[config.mk]
export PLATFORM = sky130hd
export DESIGN_NAME = fifo_read_stream
export DESIGN_NICKNAME = d
export VERILOG_FILES = /design/src/rtl/switch_pkg.sv /design/src/rtl/skid_buf2.sv /design/src/rtl/fifo_read_stream.sv
export SDC_FILE = /design/constraint.sdc
export NUM_CORES = 1
export LEC_CHECK = 0
export ABC_AREA = 1
export BUFFER_PORTS_ARGS = -buffer_cell sky130_fd_sc_hd__buf_2
export CORE_UTILIZATION = 47
export DETAILED_ROUTE_END_ITERATION = 10
export PLACE_DENSITY = 0.82
export SKIP_CTS_REPAIR_TIMING = 1
export SYNTH_ARGS = -nofsm -noshare
export SYNTH_HDL_FRONTEND = slang
export SYNTH_SLANG_ARGS = --single-unit
[constraint.sdc]
create_clock -name clk -period 1.55 [get_ports clk]
set_clock_uncertainty 0.05 [all_clocks]
set_input_delay 0.0775 -clock clk [delete_from_list [all_inputs] [get_ports clk]]
set_output_delay 0.0775 -clock clk [all_outputs]
set_load 0.005 [all_outputs]
[src/rtl/switch_pkg.sv]
// ---------------------------------------------------------------------------
// switch_pkg
//   Shared types and constants for the switch's FIFO read-side logic.
//   occ_t      : occupancy of the 2-entry skid buffer on the read stream.
//   SKID_DEPTH : number of words the skid buffer can hold.
// ---------------------------------------------------------------------------
package switch_pkg;

  typedef enum logic [1:0] {
    OCC_EMPTY = 2'd0,
    OCC_ONE   = 2'd1,
    OCC_TWO   = 2'd2
  } occ_t;

  localparam int unsigned SKID_DEPTH = 2;

endpackage : switch_pkg

[src/rtl/skid_buf2.sv]
// ---------------------------------------------------------------------------
// skid_buf2
//   Two-entry register buffer in strict FIFO order. The head entry is
//   presented on headData straight from a flop.
// Ports
//   clk      in   clock
//   rstn     in   asynchronous active-low reset
//   wrEn     in   write wrData at the tail this edge
//   wrData   in   word to write
//   rdEn     in   remove the head entry this edge
//   clr      in   synchronous clear (wins over wrEn/rdEn)
//   headData out  head entry (registered)
//   occ      out  number of entries held
// ---------------------------------------------------------------------------
module skid_buf2
  import switch_pkg::*;
#(
  parameter int unsigned width = 1
) (
  input  logic             clk,
  input  logic             rstn,
  input  logic             wrEn,
  input  logic [width-1:0] wrData,
  input  logic             rdEn,
  input  logic             clr,
  output logic [width-1:0] headData,
  output occ_t             occ
);

  logic [width-1:0] head_q, head_d;
  logic [width-1:0] tail_q, tail_d;
  occ_t             occ_q,  occ_d;

  always_comb begin
    // NOTE: every signal gets a default before the case so no path leaves
    // it unassigned; otherwise synthesis infers a latch.
    head_d = head_q;
    tail_d = tail_q;
    occ_d  = occ_q;
    if (clr) begin
      occ_d = OCC_EMPTY;
    end else begin
      case (occ_q)
        OCC_EMPTY: begin
          if (wrEn) begin
            head_d = wrData;
            occ_d  = OCC_ONE;
          end
        end
        OCC_ONE: begin
          if (wrEn && rdEn) begin
            // Head leaves and the new word takes its place directly.
            head_d = wrData;
          end else if (wrEn) begin
            tail_d = wrData;
            occ_d  = OCC_TWO;
          end else if (rdEn) begin
            occ_d  = OCC_EMPTY;
          end
        end
        OCC_TWO: begin
          // A write without a read is blocked upstream by the read guard.
          if (rdEn) begin
            head_d = tail_q;
            if (wrEn) tail_d = wrData;
            else      occ_d  = OCC_ONE;
          end
        end
        default: occ_d = OCC_EMPTY;
      endcase
    end
  end

  // NOTE: the two data entries are reset as well, because the head drives the
  // stream output and must read as zero out of reset.
  always_ff @(posedge clk or negedge rstn) begin
    if (!rstn) begin
      head_q <= '0;
      tail_q <= '0;
      occ_q  <= OCC_EMPTY;
    end else begin
      // NOTE: non-blocking assignments keep every flop sampling pre-edge values.
      head_q <= head_d;
      tail_q <= tail_d;
      occ_q  <= occ_d;
    end
  end

  assign headData = head_q;
  assign occ      = occ_q;

endmodule : skid_buf2

[src/rtl/fifo_read_stream.sv]
// ---------------------------------------------------------------------------
// fifo_read_stream
//   Drains a FIFO with one cycle of read latency and re-presents its words as
//   a valid/ready stream at one word per clock. A 2-entry skid buffer absorbs
//   the read latency; the read guard never lets buffered plus in-flight words
//   exceed the buffer depth.
// Ports
//   clk        in   FIFO read clock
//   rstn       in   asynchronous active-low reset
//   fifoEmpty  in   FIFO empty
//   fifoRead   out  pop request (combinational)
//   fifoData   in   popped word, valid the cycle after fifoRead
//   outValid   out  stream valid (registered)
//   outReady   in   downstream ready
//   outData    out  stream word (registered)
//   flush      in   synchronous discard of buffered and in-flight words
//   wordCount  out  words delivered since reset (wraps)
//   busy       out  outValid | word in flight
// ---------------------------------------------------------------------------
module fifo_read_stream
  import switch_pkg::*;
#(
  parameter int unsigned width    = 1,
  parameter int unsigned cntWidth = 16
) (
  input  logic                clk,
  input  logic                rstn,
  input  logic                fifoEmpty,
  output logic                fifoRead,
  input  logic [width-1:0]    fifoData,
  output logic                outValid,
  input  logic                outReady,
  output logic [width-1:0]    outData,
  input  logic                flush,
  output logic [cntWidth-1:0] wordCount,
  output logic                busy
);

  logic                in_flight_q, in_flight_d;
  logic [cntWidth-1:0] word_count_q, word_count_d;
  occ_t                occ;
  logic                pop;
  logic                capture;
  logic [2:0]          load;

  always_comb begin
    pop     = outValid & outReady;
    capture = in_flight_q & ~flush;
    // Words already committed to the buffer: held entries plus the one in flight.
    load    = {1'b0, occ} + {2'b00, in_flight_q};
    // Issue a read only if the word will still fit after this cycle's pop.
    // rstn gates the request so the FIFO is never popped while held in reset.
    fifoRead     = rstn & ~fifoEmpty & ~flush &
                   (load < (3'(SKID_DEPTH) + {2'b00, pop}));
    in_flight_d  = fifoRead;
    word_count_d = word_count_q + cntWidth'(pop);
  end

  always_ff @(posedge clk or negedge rstn) begin
    if (!rstn) begin
      in_flight_q  <= 1'b0;
      word_count_q <= '0;
    end else begin
      in_flight_q  <= in_flight_d;
      word_count_q <= word_count_d;
    end
  end

  skid_buf2 #(
    .width (width)
  ) u_skid (
    .clk      (clk),
    .rstn     (rstn),
    .wrEn     (capture),
    .wrData   (fifoData),
    .rdEn     (pop),
    .clr      (flush),
    .headData (outData),
    .occ      (occ)
  );

  assign outValid  = (occ != OCC_EMPTY);
  assign busy      = outValid | in_flight_q;
  assign wordCount = word_count_q;

endmodule : fifo_read_stream

After elaboration in Yosys (flattened, before gate mapping):

Index checks and enable logic that the tools add are counted.

* logic and storage cells: 52
* register bits: 21
* input port bits: 6

* equal/unequal tests: 11
* mux-type cells: 16
* add/sub/neg operators: 3
* $lt $le $gt $ge: 1
* bitwise operators: 8
* reductions and logical operators: 8

Operators with widths (count)
* adder 16 x 1 -> 16 bit: 1
* 2-to-1 mux 2 bit: 7
* AND reduction 5 bit: 2
* 2-to-1 mux 1 bit: 6
* != test 2 x 1 -> 1 bit (second input constant): 3
* != test 3 x 2 -> 1 bit (second input constant): 2
* != test 3 bit (second input constant): 2
* case mux 2 bit (3 select lines): 1
* AND 1 bit: 5
* != test 4 x 2 -> 1 bit (second input constant): 1
* AND reduction 4 bit: 1
* nonzero test 2 bit: 2
* adder 2 x 1 -> 3 bit: 1
* adder 2 x 1 -> 3 bit (first input constant): 1
* < comparator 3 bit: 1
* case mux 1 bit (3 select lines): 1
* nonzero test 3 bit: 1
* == test 2 x 1 -> 1 bit (second input constant): 1
* == test 2 bit (second input constant): 1
* zero test 2 bit: 1
* != test 2 bit (second input constant): 1
* NOT 1 bit: 2
* case mux 1 bit (2 select lines): 1
* logical AND 1 bit: 1
* OR 1 bit: 1

Depth between registers and ports, before layout:

Gate-level depths: netlist of the first run.

* word-level depth: 7
* mapped depth: 11
* gate-level depth less buffers: 11

Hierarchy:

From an unflattened synthesis of the first run, not the netlist that was laid out.

* cell total of the unflattened synthesis: 150
* area, all modules: 1229.9 um^2

By module, submodules not included
* fifo_read_stream: times used 1, area an instance 919.6 um^2, cells an instance 107
* skid_buf2: times used 1, area an instance 310.3 um^2, cells an instance 43

Least setup slack after synthesis of the first run:

Ideal clock, no wire load.

* path kind: register to register
* start: register u_skid.occ_q[1] (netlist: u_skid.occ[1])
* end: register word_count_q[14] (netlist: wordCount[14])
* data required time: 1.379 ns
* cell stages (with the launch flop): 11
* arrival time: 1.432 ns
* setup slack: -0.052 ns
* buffers on the path: 0
* period minus slack after synthesis: 1.602 ns
* cell sequence: dfrtp_1 > inv_2 > nand2_4 > nand3_4 > inv_1 > ha_1 > nand2_1 > nor2_2 > nand3_1 > o21ai_1 > nand2_1

* cells in the longest elaborated chain, start to end: 3

RTL lines
* from (decl): RTL line skid_buf2.sv:32 `occ_t occ_q, occ_d;`
* from (signal assigned): RTL line skid_buf2.sv:80 `occ_q <= OCC_EMPTY;`
* from (signal assigned): RTL line skid_buf2.sv:85 `occ_q <= occ_d;`
* nonzero test 2 bit: RTL line fifo_read_stream.sv:82 `assign outValid = (occ != OCC_EMPTY);`
* named net outValid: RTL line fifo_read_stream.sv:31 `output logic outValid,`
* AND 1 bit: RTL line fifo_read_stream.sv:47 `pop = outValid & outReady;`
* adder 16 x 1 -> 16 bit: RTL line fifo_read_stream.sv:56 `word_count_d = word_count_q + cntWidth'(pop);`
* named net word_count_d[14]: RTL line fifo_read_stream.sv:40 `logic [cntWidth-1:0] word_count_q, word_count_d;`
* to (signal assigned): RTL line fifo_read_stream.sv:65 `word_count_q <= word_count_d;`
* to (decl): RTL line fifo_read_stream.sv:40

The timed path passes the listed nets, and every way through them passes these cells.
A chain may end at the register's enable or synchronous reset.

Worst setup path after layout of the first run:

* start: register u_skid.occ_q[0] (netlist: u_skid.occ[0])
* end: output fifoRead

* cells in the longest elaborated chain, start to end: 5
* elaborated cells between the ends (all ways): 6
* classes of those cells: add/sub: 2; order compare: 1; bitwise: 2; reduce/logical: 1

RTL lines
* nonzero test 2 bit: RTL line fifo_read_stream.sv:82
* AND 1 bit: RTL line fifo_read_stream.sv:47
* adder 2 x 1 -> 3 bit: RTL line fifo_read_stream.sv:54 `(load < (3'(SKID_DEPTH) + {2'b00, pop}));`
* < comparator 3 bit (*): RTL line fifo_read_stream.sv:54
* AND 1 bit (*): RTL line fifo_read_stream.sv:53 `fifoRead = rstn & ~fifoEmpty & ~flush &`
* to (decl): RTL line fifo_read_stream.sv:29 `output logic fifoRead,`

Mark *: on every way between the ends. The rest lies on a longest branch, timed or not.

==> results_dict.tcl, run 1 <==
set metrics [dict create \
    status "finished, violations left" \
    violations "negative setup slack" \
    crit_start "u_skid.occ[0]$_DFFE_PN0P_" \
    arrival_ns 1.64 \
    period_share 1.142 \
    synth_fp_nets 156 \
    viasPerCell 5.172 \
    design_area_sq_mm 0.001545 \
    worstSetupPathType "reg2out" \
    r2r_start "u_skid.occ[0]$_DFFE_PN0P_" \
    cts.sinks 21 \
    leakagePower_nw 0.8157 \
    fmax_mhz 565.0 \
    cts_buffers 3 \
    maxSlewViolCount 0 \
    maxCapViolations 0 \
    clock_power_share 0.195 \
    synth.most_common_cell "nand2_1" \
    cts-root-buf "clkbuf_4" \
    core-area_sq_mm 0.002276 \
    report.final.hold_viol_count 0 \
    ys_ff_latch 21 \
    drc_errors 0 \
    cp_max_fo 3 \
    synthFlopType "dfrtp_1" \
    p_sw_mw 0.4923 \
    first_pass_iters 4 \
    max_stage_delay_ns 0.44 \
    cts-htree-levels 1 \
    combPwrFrac 0.280 \
    io_pins 26 \
    vias 1112 \
    synthTopCellsByArea "dfrtp_1, nand2_1, inv_1" \
    fin_ws_ns -0.2199 \
    dpl.cell_count 203 \
    place_area_sq_mm 0.001393 \
    fin_util 0.6789 \
    drtIter0Drc 31 \
    dieHeight_um 51.95 \
    clockBufferDepth 2 \
    netlist_instances 146 \
    post-dp-hpwl_mm 1.902 \
    grt_start_max_net_pins 22 \
    drive_above_1_share 0.3262 \
    rows 17 \
    grt_pass1_wl_mm 4.367 \
    num_antenna_cells 0 \
    clock_latency_ns 0.30 \
    synth_warnings 0 \
    grt_setup_unrepaired "yes" \
    hold_class "in2reg" \
    ys_types 24 \
    switching_share 0.3501 \
    die_w_um 51.95 \
    grt_use_total 0.2187 \
    synth_common_cells "nand2_1, dfrtp_1, inv_1, nor2_1, nand3_1" \
    worstPathRequired_ns 1.42 \
    worst_pin_slew_ns 0.2924 \
    initial_core_util 0.5151 \
    startpoint_type "flop" \
    grt_pass1_vias 1041 \
    cts_tree "yes" \
    relSlewSlack 0.8035 \
    period_minus_slack_ns 1.770 \
    clk_pin_slew_ns 0.12 \
    async_flop_share 1.000 \
    synth_area_sq_mm 0.001172 \
    final_cells 215 \
    nets 198 \
    crit_top_cell "ha_4" \
    setup_viol 3 \
    max-vdd-ir-drop_v 0.0006709 \
    ant_nets 0 \
    slowest_stage "dfrtp_1" \
    grt_overflow 0 \
    synth_seq_area_share 0.4482 \
    wl_mm 2.753 \
    dieArea_sq_mm 0.002698 \
    gp_congestion 1.014 \
    io_buffers 25 \
    synth_top_cell_area_share 0.4482 \
    area_growth_pct 31.80 \
    antenna_found_initial 0 \
    path_cells "buf_6 -> ha_4 -> ha_4 -> nor2_4 -> nand3_2 -> a21oi_2 -> buf_2" \
    min_from "flush" \
    internal_power_mw 0.9137 \
    endpoint_kind "output pin" \
    p_seq_frac 0.526 \
    avgRoutedWirePerCell_um 12.80 \
    power_density_mw_per_mm2 909.9 \
    syn_avg_cell_area_sq_um 8.030 \
    synth_edf_count 0 \
    yosysTopAreaCell "dfrtp_1" \
]
-- cell usage in the layout, fill, tap and decap left out, types with 3 or more instances in the layout --
master	instances
nand2_1	41
nor3_1	4
nand3_1	8
nor2_4	3
buf_2	25
o21ai_0	4
ha_4	3
dfrtp_1	21
nor2_1	11
buf_4	9
inv_1	15
xnor2_1	3
xor2_1	6
clkbuf_4	3
nand3_2	4
inv_2	4
-- worst max-delay path, delay by kind of cell (launching register included) --
| family | cells | cell delay, ns |
|---|---|---|
| adder cells (fa/ha/maj) | 2 | 0.30 |
| flip-flops | 1 | 0.44 |
| AO/OA/AOI/OAI | 1 | 0.15 |
| buffers and inverters | 2 | 0.28 |
| AND/OR/NAND/NOR | 2 | 0.17 |
-- through the flow --
stage	hold WS [ns]	TNS, ns	setup slack, ns	power (mW)
final	0.01609	-0.2483	-0.2199	1.406
after global routing	0.03226	-0.5888	-0.2699	1.496
after CTS	-0.2935	-0.2642	-0.2642	1.359
after detailed placement	0.04312	0	0.04192	1.092
after global placement	0.03861	0	0.08558	1.073
after floorplan	-0.2681	0	0.003953	0.9242
-- final timing paths --
| check | slack (ns) | to | depth (start not counted) |
|---|---|---|---|
| worst max register to register | -0.02 | wordCount[14]$_DFF_PN0_ | 10 |
| min in group asynchronous | 0.25 | u_skid.tail_q$_DFFE_PN0P_ | 3 |
| worst min register to register | 0.45 | u_skid.headData$_DFFE_PN0P_ | 2 |
| worst min-delay path | 0.02 | u_skid.occ[0]$_DFFE_PN0P_ | 4 |
| worst max-delay path | -0.22 | fifoRead | 7 |
| max in group asynchronous | 0.99 | wordCount[7]$_DFF_PN0_ | 3 |
-- power by group through the flow --
stage	Sequential [mW]	Combinational [mW]	Clock, mW
after floorplan	0.743	0.181	0
after global placement	0.740	0.333	0
after detailed placement	0.744	0.348	0
after global routing	0.757	0.445	0.294
after CTS	0.733	0.349	0.276
final	0.739	0.393	0.274
-- metal layers --
metal  track usage  vias to the layer above  routed length [um]
li1              -                      548                   -
met1        0.2852                      520                1165
met2        0.3547                       38                1393
met3       0.02924                        6                 137
met4        0.1036                        0                  56
met5             0                        -                   0
-- sequential cells by signal (all words and copies together), names as in the netlist --
signal           count
u_skid.tail_q        1
u_skid.headData      1
u_skid.occ           2
in_flight_q          1
wordCount           16
-- layout make-up --
type / instances / area, sq um
fillers: 173 / 730.7
multi-input cells: 106 / 663.1
flip-flops and latches: 21 / 525.5
repair buffers: 37 / 224.0
inverters: 19 / 71.32
well taps: 28 / 35.03
clock buffers: 4 / 26.28
-- cells by family after synthesis --
kind of cell	after synthesis	share of synthesized area
adder cells (fa/ha/maj)	4	0.04269
AND/OR/NAND/NOR	83	0.3330
flip-flops	21	0.4482
AO/OA/AOI/OAI	10	0.04803
buffers and inverters	19	0.06083
XOR/XNOR	9	0.06724
(Power assumes the default switching activity.)
==> run 2, diff against run 1 <==
--- a/config.mk
+++ b/config.mk
@@ -10,6 +10,7 @@
 export CORE_UTILIZATION = 47
 export DETAILED_ROUTE_END_ITERATION = 10
 export PLACE_DENSITY = 0.82
+export SETUP_SLACK_MARGIN = 0.4
 export SKIP_CTS_REPAIR_TIMING = 1
 export SYNTH_ARGS = -nofsm -noshare
 export SYNTH_HDL_FRONTEND = slang
==> run 2 against run 1 <==
The run still ends with negative setup slack left. Global-route usage shrank 1.5 points. Critical path type is now reg2reg. Sequential share of layout area is 0.73 points lower. Clock-buffer cell count did not move. First-iteration DRC count fell by 42%. Combinational power up 4%. Critical endpoint is now wordCount[14]$_DFF_PN0_. Wire length fell by 4.4%. Core utilization is 1.8 points higher. Non-clock buffer count unchanged.
==> results_dict.tcl, run 2 (synthesis gave the netlist of run 1 again) <==
set metrics [dict create \
    drtIter0Drc 18 \
    viasPerCell 4.981 \
    io_pins 26 \
    clockBufferDepth 2 \
    period_minus_slack_ns 1.687 \
    max-vdd-ir-drop_v 0.0006002 \
    startpoint_type "flop" \
    fin_hold_ws_ns 0.02321 \
    first_pass_iters 4 \
    nets 198 \
    power_density_mw_per_mm2 887.9 \
    final_cells 215 \
    dp_slack_ns -0.001926 \
    cts_tree "yes" \
    wl_mm 2.633 \
    vias 1071 \
    worst_pin_slew_ns 0.2744 \
    fmax_mhz 592.8 \
    report.final.hold_viol_count 0 \
    drc_errors 0 \
    worstPathRequired_ns 1.70 \
    antenna_found_initial 0 \
    setup_viol 7 \
    cts.sinks 21 \
    avgRoutedWirePerCell_um 12.25 \
    post-dp-hpwl_mm 1.920 \
    ant_nets 0 \
    fin_ws_ns -0.1370 \
    die_w_um 51.95 \
    relSlewSlack 0.8164 \
    largest_reg_flops 16 \
    clk_pin_slew_ns 0.12 \
    grt_setup_unrepaired "yes" \
    arrival_ns 1.84 \
    grt_pass1_wl_mm 4.015 \
    endpoint_kind "flop" \
    cts_buffers 3 \
    final_cell_mix "nand2_1, buf_2, dfrtp_1, inv_1, nor2_1" \
    io_buffers 25 \
    layout_commonest_cell "nand2_1" \
    maxSlewViolCount 0 \
    cts-htree-levels 1 \
    grt_use_total 0.2032 \
    worstSetupPathType "reg2reg" \
    num_antenna_cells 0 \
    nFillCells 158 \
    clock_latency_ns 0.30 \
    gp_congestion 0.8923 \
    core-area_sq_mm 0.002276 \
    drive_above_1_share 0.3743 \
    grt_start_max_net_pins 22 \
    initial_core_util 0.5151 \
    leakagePower_nw 0.8150 \
    maxCapViolations 0 \
    grt_pass1_vias 1029 \
    cp_max_fo 4 \
    rows 17 \
    dieArea_sq_mm 0.002698 \
    period_share 1.088 \
    dpl.cell_count 203 \
    dieHeight_um 51.95 \
    grt_overflow 0 \
    status "finished, violations left" \
    cts-root-buf "clkbuf_4" \
    hold_class "in2reg" \
    violations "negative setup slack" \
    area_growth_pct 35.33 \
]
## run 2: cell counts in the layout (fill, tap and decap cells not counted)
No cell type changed its count.
## run 2: worst paths after layout
path                                              from                     endpoint  slack, ns  cells past startpoint
min in group asynchronous                         rstn       wordCount[8]$_DFF_PN0_       0.27                      3
hold reg to reg            u_skid.headData$_DFFE_PN0P_  u_skid.headData$_DFFE_PN0P_       0.47                      2
setup / recovery             u_skid.occ[0]$_DFFE_PN0P_      wordCount[14]$_DFF_PN0_      -0.14                     11
setup reg to reg             u_skid.occ[0]$_DFFE_PN0P_      wordCount[14]$_DFF_PN0_      -0.14                     11
max in group asynchronous                         rstn    u_skid.occ[0]$_DFFE_PN0P_       0.94                      3
hold / removal                                   flush    u_skid.occ[0]$_DFFE_PN0P_       0.02                      4
## run 2: final cells by class
cell class,instances,area [sq um],share of cell area
Multi-Input combinational cell,106,695.7,0.4385
Sequential cell,21,528.0,0.3328
Timing Repair Buffer,37,227.7,0.1435
Inverter,19,73.82,0.04653
Tap cell,28,35.03,0.02208
Clock buffer,4,26.28,0.01656
## run 2: per-layer routing
layer,up-vias,track usage,wire (um)
li1,544,-,-
met2,22,0.3376,1290
met3,6,0.02632,65
met5,-,0,0
met1,499,0.2481,1222
met4,0,0.1216,54
## run 2: critical path, cell delays in order, from the launching register on
cell and delay (ns):
dfrtp_2 0.39, buf_4 0.15, inv_4 0.05, nand2_4 0.08, nand3_4 0.08, inv_2 0.07, ha_4 0.13, nand2_2 0.07
nor2_4 0.20, nand3_4 0.13, o21ai_2 0.14, nand2_1 0.06
## run 2: where the power goes
group | switching [mW] | internal [mW]
clock network | 0.160 | 0.100
logic | 0.220 | 0.188
registers | 0.106 | 0.633
## run 2: metrics by stage
| step | total power, mW | cell area (sq um) | utilization | setup TNS (ns) |
|---|---|---|---|---|
| finish | 1.409 | 1587 | 0.6971 | -0.6329 |
| detailed placement | 1.094 | 1425 | 0.6262 | -0.001926 |
| global route | 1.494 | 1587 | 0.6971 | -1.136 |
| floorplan | 0.9331 | 1235 | - | 0 |
| CTS | 1.356 | 1451 | 0.6377 | -0.2920 |
| global placement | 1.079 | 1425 | 0.6262 | 0 |
==> run 3, diff against run 2 <==
--- a/config.mk
+++ b/config.mk
@@ -11,7 +11,6 @@
 export DETAILED_ROUTE_END_ITERATION = 10
 export PLACE_DENSITY = 0.82
 export SETUP_SLACK_MARGIN = 0.4
-export SKIP_CTS_REPAIR_TIMING = 1
 export SYNTH_ARGS = -nofsm -noshare
 export SYNTH_HDL_FRONTEND = slang
 export SYNTH_SLANG_ARGS = --single-unit
==> run 3 against run 2 <==
The flow still finishes with violations (negative setup slack). Fmax shrank 2.2%. Wire length is 15% higher. Sequential power up 2%. Critical path type is now reg2out. Largest cell class unchanged. Highest routed layer unchanged.
==> results_dict.tcl, run 3 (synthesis gave the netlist of run 1 again) <==
set metrics [dict create \
    final_cell_mix "nand2_1, buf_2, dfrtp_1, inv_1, buf_4" \
    initial_core_util 0.5151 \
    r2r_cells 11 \
    min_from "flush" \
    switching_share 0.3646 \
    internal_power_mw 0.9460 \
    viasPerCell 5.324 \
    holdPathStages 4 \
    drtIter0Drc 46 \
    timing.rr.end "wordCount[10]$_DFF_PN0_" \
    status "finished, violations left" \
    clock_latency_ns 0.31 \
    io_buffers 25 \
    dp_slack_ns -0.001926 \
    drc_errors 0 \
    r2r_start "u_skid.occ[0]$_DFFE_PN0P_" \
    design_area_sq_mm 0.001669 \
    gp_congestion 0.8923 \
    cts-htree-levels 1 \
    grt_use_total 0.2326 \
    post-dp-hpwl_mm 1.920 \
    cts.sinks 21 \
    startpoint_type "flop" \
    maxCapViolations 0 \
    rows 17 \
    grt_start_max_net_pins 22 \
    worstPathRequired_ns 1.42 \
    io_pins 26 \
    place_area_sq_mm 0.001425 \
    arrival_ns 1.60 \
    worst_pin_slew_ns 0.2852 \
    core-area_sq_mm 0.002276 \
    ant_nets 0 \
    vias 1166 \
    grt_setup_unrepaired "yes" \
    setup_viol 8 \
    p_seq_frac 0.505 \
    period_share 1.113 \
    finalPower_mw 1.489 \
    clk_pin_slew_ns 0.12 \
    whs_endpoint "u_skid.occ[0]$_DFFE_PN0P_" \
    first_pass_iters 4 \
    dieHeight_um 51.95 \
    hold_class "in2reg" \
    report.final.hold_viol_count 0 \
    cp_max_fo 2 \
    dieArea_sq_mm 0.002698 \
    violations "negative setup slack" \
    nFillCells 149 \
    power_density_mw_per_mm2 892.1 \
    maxSlewViolCount 0 \
    area_growth_pct 42.37 \
    worstSetupPathType "reg2out" \
    fin_ws_ns -0.1749 \
    relSlewSlack 0.8092 \
    combPwrFrac 0.310 \
    fmax_mhz 579.8 \
    wl_mm 3.033 \
    cts_tree "yes" \
    grt_overflow 0 \
    cts_buffers 3 \
    nets 202 \
    die_w_um 51.95 \
    p_sw_mw 0.5429 \
    clock_power_share 0.185 \
    cts-root-buf "clkbuf_4" \
    ff2ff_setup_slack_ns -0.14 \
    leakagePower_nw 0.8477 \
    period_minus_slack_ns 1.725 \
    setup-tns-final_ns -0.8670 \
    num_antenna_cells 0 \
    endpoint_kind "output pin" \
    drive_above_1_share 0.4188 \
    layout_commonest_cell "nand2_1" \
    avgRoutedWirePerCell_um 13.85 \
    grt_pass1_vias 1105 \
    largest_reg_flops 16 \
    clockBufferDepth 2 \
    antenna_found_initial 0 \
    grt_pass1_wl_mm 4.554 \
    max-vdd-ir-drop_v 0.0006378 \
]
==> run 3: changes by cell type in the layout (fill, tap and decap cells not counted), sizes merged <==
| cell | previous run | this run |
|---|---|---|
| buf | 35 | 39 |
==> run 3: how the worst max path moves through the flow <==
stage	start	to	depth (start not counted)
final	u_skid.occ[0]$_DFFE_PN0P_	fifoRead	5
after global routing	u_skid.occ[0]$_DFFE_PN0P_	fifoRead	7
after CTS	u_skid.occ[0]$_DFFE_PN0P_	fifoRead	7
after global placement	u_skid.occ[0]$_DFFE_PN0P_	wordCount[9]$_DFF_PN0_	7
after detailed placement	u_skid.occ[0]$_DFFE_PN0P_	wordCount[10]$_DFF_PN0_	10
after floorplan	u_skid.occ[0]$_DFFE_PN0P_	wordCount[10]$_DFF_PN0_	10
==> run 3: critical path: stages (launching register included) <==
cell and delay [ns]:
dfrtp_2 0.44, buf_6 0.13, ha_4 0.22, or2_1 0.22, a21oi_2 0.15, buf_2 0.12
==> run 3: power by group through the flow <==
stage | sequential, mW | combinational (mW) | clock (mW)
detailed placement | 0.747 | 0.348 | 0
global route | 0.767 | 0.500 | 0.294
CTS | 0.737 | 0.420 | 0.269
finish | 0.753 | 0.462 | 0.275
floorplan | 0.748 | 0.185 | 0
global placement | 0.744 | 0.335 | 0
==> run 3: area by class of cell <==
cell class,instances,area [sq um],share of cell area
clock buffers,4,26.28,0.01574
well taps,28,35.03,0.02099
repair buffers,41,265.3,0.1589
multi-input cells,106,740.7,0.4438
inverters,19,73.82,0.04423
flip-flops and latches,21,528.0,0.3163
==> run 3: layer usage <==
metal	up-vias	wire [um]	GRT usage
met2	36	1518	0.3932
met1	567	1318	0.2900
met5	-	0	0
met3	11	110	0.02632
met4	0	85	0.1171
li1	552	-	-
==> run 3: what timing repair did <==
| action | CTS | global route |
|---|---|---|
| endpoints found under the hold margin | 22 | 0 |
| pin swaps | 9 | 3 |
| setup buffers | 9 | 1 |
| gates resized for setup | 15 | 14 |
| hold buffers | 2 | 0 |
| endpoints found under the setup margin | 21 | 24 |
==> run 3: per-stage QoR <==
stage | std cells | utilization | hold slack [ns]
2_1_floorplan | 146 | - | -0.2681
3_3_place_gp | 203 | 0.6262 | 0.05036
3_5_place_dp | 203 | 0.6262 | 0.05485
4_1_cts | 218 | 0.7009 | 0.01322
5_1_grt | 219 | 0.7334 | 0.02492
6_report | 219 | 0.7334 | 0.01943
